### src/rtl/uart_pkg.sv
// uart_pkg: shared receiver constants and FSM state encoding
package uart_pkg;
  typedef enum logic [2:0] {S_IDLE, S_START, S_DATA, S_STOP, S_BREAK} state_t;
  localparam int TICKS_PER_BIT = 16;
  localparam int SAMPLE_A = 7;
  localparam int SAMPLE_B = 8;
  localparam int SAMPLE_C = 9;
  localparam int DATA_BITS = 8;
  localparam int OVS_DIV_DEFAULT = 156;
endpackage

### src/rtl/rx_tick_gen.sv
// rx_tick_gen: modulo-OVS_DIV oversample divider; restart_i realigns phase, tick_o pulses once per period
module rx_tick_gen #(
  parameter int OVS_DIV = 156
) (
  input  logic clk_i,
  input  logic reset_i,
  input  logic restart_i,
  output logic tick_o
);
  localparam int W = OVS_DIV > 1 ? $clog2(OVS_DIV) : 1;
  logic [W-1:0] cnt;
  assign tick_o = cnt == W'(OVS_DIV - 1);
  always_ff @(posedge clk_i or posedge reset_i)
    if (reset_i) cnt <= '0;
    else cnt <= (restart_i || tick_o) ? '0 : cnt + 1'b1;
endmodule

### src/rtl/simple_uart_rx.sv
// simple_uart_rx: 8N1 16x-oversampled receiver; line_i in, data_o/valid_o/ferr_o/busy_o/addr_o/wrap_o out
module simple_uart_rx
  import uart_pkg::*;
#(
  parameter int OVS_DIV = OVS_DIV_DEFAULT,
  parameter int ADDR_W = 4
) (
  input  logic              clk_i,
  input  logic              reset_i,
  input  logic              line_i,
  output logic [7:0]        data_o,
  output logic              valid_o,
  output logic              ferr_o,
  output logic              busy_o,
  output logic [ADDR_W-1:0] addr_o,
  output logic              wrap_o
);
  state_t state;
  logic rx_m, rx_s, rx_q;
  logic [3:0] tcnt, tnxt;
  logic [2:0] bcnt;
  logic [DATA_BITS-1:0] sr;
  logic v_a, v_b, tick, fall, restart, decide, bit_d;
  assign fall = rx_q & ~rx_s;
  assign restart = (state == S_IDLE) && fall;
  assign tnxt = tcnt + 4'd1;
  assign decide = tick && tnxt == 4'(SAMPLE_C);
  assign bit_d = (v_a & v_b) | (v_a & rx_s) | (v_b & rx_s);
  rx_tick_gen #(.OVS_DIV(OVS_DIV)) u_tick (
    .clk_i(clk_i),
    .reset_i(reset_i),
    .restart_i(restart),
    .tick_o(tick)
  );
  always_ff @(posedge clk_i or posedge reset_i)
    if (reset_i) {rx_m, rx_s, rx_q} <= 3'b111;
    else {rx_m, rx_s, rx_q} <= {line_i, rx_m, rx_s};
  always_ff @(posedge clk_i or posedge reset_i)
    if (reset_i) begin
      state <= S_IDLE;
      tcnt <= '0;
      bcnt <= '0;
      sr <= '0;
      v_a <= 1'b0;
      v_b <= 1'b0;
      data_o <= '0;
      valid_o <= 1'b0;
      ferr_o <= 1'b0;
      busy_o <= 1'b0;
      addr_o <= '0;
      wrap_o <= 1'b0;
    end else begin
      valid_o <= 1'b0;
      ferr_o <= 1'b0;
      wrap_o <= 1'b0;
      addr_o <= addr_o + ADDR_W'(valid_o);
      if (tick) begin
        tcnt <= tnxt;
        v_a <= tnxt == 4'(SAMPLE_A) ? rx_s : v_a;
        v_b <= tnxt == 4'(SAMPLE_B) ? rx_s : v_b;
      end
      case (state)
        S_IDLE:
          if (fall) begin
            state <= S_START;
            tcnt <= '0;
            bcnt <= '0;
            busy_o <= 1'b1;
          end
        S_START:
          if (decide) begin
            state <= bit_d ? S_IDLE : S_DATA;
            busy_o <= ~bit_d;
          end
        S_DATA:
          if (decide) begin
            sr <= {bit_d, sr[DATA_BITS-1:1]};
            bcnt <= bcnt + 3'd1;
            state <= bcnt == 3'(DATA_BITS - 1) ? S_STOP : S_DATA;
          end
        S_STOP:
          if (decide) begin
            state <= bit_d ? S_IDLE : S_BREAK;
            busy_o <= ~bit_d;
            valid_o <= bit_d;
            ferr_o <= ~bit_d;
            wrap_o <= bit_d & (&addr_o);
            data_o <= bit_d ? sr : data_o;
          end
        S_BREAK:
          if (rx_s) begin
            state <= S_IDLE;
            busy_o <= 1'b0;
          end
        default: state <= S_IDLE;
      endcase
    end
endmodule
### config.mk
export PLATFORM = sky130hd
export DESIGN_NAME = simple_uart_rx
export DESIGN_NICKNAME = d
export VERILOG_FILES = /design/src/rtl/uart_pkg.sv /design/src/rtl/rx_tick_gen.sv /design/src/rtl/simple_uart_rx.sv
export SDC_FILE = /design/constraint.sdc
export NUM_CORES = 1
export LEC_CHECK = 0
export ABC_AREA = 1
export CORE_MARGIN = 2
export CORE_UTILIZATION = 40
export DETAILED_ROUTE_END_ITERATION = 10
export RECOVER_POWER = 25
export SKIP_LAST_GASP = 1
export SLEW_MARGIN = 20
export SYNTH_ARGS = -nofsm -noshare
export SYNTH_HDL_FRONTEND = slang
export SYNTH_SLANG_ARGS = --single-unit
### constraint.sdc
create_clock -name clk_i -period 2 [get_ports clk_i]
set_input_delay 0.2 -clock clk_i [delete_from_list [all_inputs] [get_ports clk_i]]
set_output_delay 0.2 -clock clk_i [all_outputs]
set_load 0.02 [all_outputs]
==> impl_metrics.csv <==
group,metric,value,unit
status,outcome,"finished clean",
timing,finalHoldViolCount,0,
power_and_ir_drop,clockPowerShare,24.5,%
cts,h-tree-depth,2,
critical_path,setup.worst_path.end_class,"flop",
timing,setup_violations,0,
synthesis,synth_area_leaders,"dfrtp_1 (50%), nand2_1 (9.4%), o21ai_2 (5.6%)",
cts,cts.sinks,47,
cts,cts_setup_buffers,0,
die,die-area,0.00608,mm^2
power_and_ir_drop,switchingPower,0.785,mW
critical_path,critPathLaunch,"tcnt[1]",
synthesis,syn_area_per_cell,9.39,um^2
timing,period_share,87.0,%
power_and_ir_drop,power_leakage,1.25,nW
timing,maxSlewHeadroom,46.0,%
critical_path,r2r_slack,0.26,ns
timing,rsz0062_at_grt,"false",
drt,drtPass1Iterations,4,
timing,period_needed,1.74,ns
timing,skew,0.00603,ns
cts,cts-root-buf,"clkbuf_8",
drt,dr.max_layer_used,"met4",
power_and_ir_drop,p_int,1.53,mW
drt,met3WireLength,122,um
synthesis,synth_async_sr_flop_share,100,%
cts,clk_pin_slew,0.09,ns
global_routing,grt_pass1_wl,6.61,mm
global_routing,overflow,0,
worst_hold_path,worst_hold_path_type,"reg2reg",
drt,post_drt_wl_per_cell,11.1,um
die,core_area,0.00520,mm^2
synthesis,synth_top_area_share,50.3,%
synthesis,yosys-top-cells-count,"nand2_1 (55), dfrtp_1 (44), inv_1 (25), nor2_1 (20), o21ai_2 (14)",
critical_path,cp_slowest_stage_delay,0.45,ns
critical_path,rr_worst_depth,11,
critical_path,worstReg2RegEnd,"bcnt[1]",
drt,m1WireLength,1.90,mm
critical_path,arrival,1.93,ns
die,io_pins,19,
worst_hold_path,min_to,"rx_s",
critical_path,cp_max_fo,20,
run,max-cap-violations,0,
placement,hpwl,2.67,mm
placement,post-place-ws,0.142,ns
die,num_rows,26,
die,start_util,42.0,%
worst_hold_path,min_from,"rx_m",
die,dieWidth,78.0,um
die,die_h,78.0,um
finish,finalNetCount,271,
power_and_ir_drop,p_sw_share,34.0,%
critical_path,path_class,"reg2reg",
finish,final_layout_size_suffix_gt1_share,18.5,%
worst_hold_path,whs_path_depth,0,
global_routing,grt_pass1_vias,1486,
drt,wl,3.66,mm
synthesis,synth_edf_count,0,
synthesis,synth_cell_types,31,
timing,fmax,575,MHz
drt,viasPerCell,4.58,
power_and_ir_drop,p_comb_share,25.2,%
synthesis,yosysWarnings,0,
finish,area_delta_synth_final,16.2,%
critical_path,cpMaxStageDelayCell,"dfrtp_1",
drt,ant_nets,0,
synthesis,syn-cell-area,0.00219,mm^2
finish,antennaDiodeCount,0,
cts,cts_tree,"built",
critical_path,critPathLaunchType,"flop",
synthesis,ys_seq_area_share,53.9,%
placement,io_buffers,18,
global_routing,grt_max_degree,23,
critical_path,cp_cell_sequence,"ha_1 -> inv_1 -> nand2_1 -> nand2_2 -> nand3_2 -> nor2_4 -> nand2_2 -> clkinv_2 -> nand2_4 -> nand3_1 -> nand2_1",
timing,setup_ws,0.260,ns
synthesis,synth.most_common_cell,"nand2_1",
synthesis,syn_inst,233,
power_and_ir_drop,ir_worst_vdd,0.000599,V
drt,num_vias,1512,
timing,finalMaxSlewViolations,0,
timing,tightest_slew,0.809,ns
global_routing,grt_usage,13.6,%
global_routing,grt_antenna_before_repair,0,
critical_path,regToRegStartpoint,"tcnt[1]",
synthesis,syn_nets,245,
synthesis,ys.flop_type,"dfrtp_1",
power_and_ir_drop,seqPwrFrac,50.2,%
synthesis,synth_seq_cells,47,
drt,dr_wl_met2,1.58,mm
cts,cts_buffer_depth,2,
critical_path,required,2.19,ns
synthesis,synth_area_leader_cell,"dfrtp_1",
drt,drt_iter0_markers,88,
timing,fin_tns_setup,0,ns
drt,post-route-drc-count,0,
placement,place_congestion,0.868,
power_and_ir_drop,power_density,909,mW/mm^2
cts,cts_buffers,5,
cts,clock_latency,0.30,ns
-- area by class of cell --
type	count	area, um^2
inverter	31	118
fill	494	2660
tap	70	87.6
clock buffer	5	68.8
clock inverter	3	18.8
sequential	47	1180
timing repair buffer	22	208
multi-input combinational	152	862
-- through the flow --
stage                     hold WS [ns]  instances  cell area (um^2)  utilization [%]  total power [mW]
after floorplan                  0.204        233              2190                -              1.61
after global routing             0.369        330              2540             48.8              2.50
final                            0.364        330              2540             48.8              2.31
after CTS                        0.247        330              2550             49.0              2.34
after global placement           0.346        322              2460             47.4              1.75
after detailed placement         0.352        322              2460             47.4              1.76
-- power by group through the flow --
stage	sequential (mW)	clock, mW	combinational (mW)
final	1.16	0.567	0.583
after global routing	1.18	0.624	0.693
after CTS	1.16	0.595	0.581
after detailed placement	1.18	0	0.578
after global placement	1.18	0	0.574
after floorplan	1.17	0	0.442
-- flip-flops by register name, summed over array words and instances, names as in the netlist --
register	count
tcnt	4
u_tick.cnt	8
bcnt	3
sr	8
rx_q	1
state	3
v_a	1
addr_o	4
rx_m	1
v_b	1
valid_o	1
wrap_o	1
busy_o	1
rx_s	1
ferr_o	1
data_o	8
-- critical path, delay by kind of cell, from the launching register on --
kind / cells / cell delay, ns
adders and majority gates: 1 / 0.22
and+or+nand+nor: 8 / 0.81
DFF: 1 / 0.45
buffers and inverters: 2 / 0.15
-- worst max path at each step --
stage,end,slack (ns)
5_1_grt,bcnt[1],0.06
3_3_place_gp,sr[3],0.18
3_5_place_dp,sr[4],0.14
2_1_floorplan,sr[7],0.42
4_1_cts,sr[4],0.12
6_report,bcnt[1],0.26
-- cell families (layout without fill, tap and decap cells) --
| family | after synthesis | after routing | synth area share (%) |
|---|---|---|---|
| AND/OR/NAND/NOR | 105 | 105 | 22.0 |
| flip-flops | 47 | 47 | 53.9 |
| buffers and inverters | 34 | 61 | 6.92 |
| XOR/XNOR | 3 | 3 | 1.20 |
| AO/OA/AOI/OAI | 35 | 35 | 10.9 |
| adder cells (fa/ha/maj) | 9 | 9 | 5.15 |
-- routing by layer --
metal  up-vias  track usage (%)
li1        793                -
met1       692             18.5
met2        21             21.2
met3         6             3.49
met4         0             4.74
met5         -                0
-- cell usage in the layout, fill, tap and decap left out --
cell type / netlist / routed
a211oi_1: 1 / 1
a21oi_1: 8 / 8
a31o_2: 1 / 1
a31oi_1: 2 / 2
and3_1: 1 / 1
buf_4: 0 / 3
clkbuf_2: 0 / 1
clkbuf_8: 0 / 5
clkdlybuf4s50_1: 0 / 16
clkinv_2: 1 / 3
dfrtp_1: 44 / 44
dfstp_2: 3 / 3
dlygate4sd3_1: 0 / 2
ha_1: 9 / 9
inv_1: 25 / 25
inv_2: 5 / 5
inv_6: 0 / 1
nand2_1: 55 / 55
nand2_2: 3 / 2
nand2_4: 2 / 3
nand3_1: 9 / 9
nand3_2: 1 / 1
nand4_1: 3 / 3
nor2_1: 20 / 20
nor2_2: 2 / 2
nor2_4: 1 / 1
nor3_1: 4 / 4
nor3_2: 2 / 2
nor3b_1: 1 / 1
o21ai_0: 7 / 7
o21ai_1: 1 / 1
o21ai_2: 14 / 14
o22ai_1: 1 / 1
or2_2: 1 / 1
xnor2_1: 1 / 1
xor2_1: 2 / 2
-- timing repair --
| action | in CTS | in global routing |
|---|---|---|
| gates resized for setup | 0 | 1 |
| setup endpoints to repair | 0 | 11 |
| hold buffers | 0 | 0 |
Note: power is estimated with default switching activity, not from simulation.
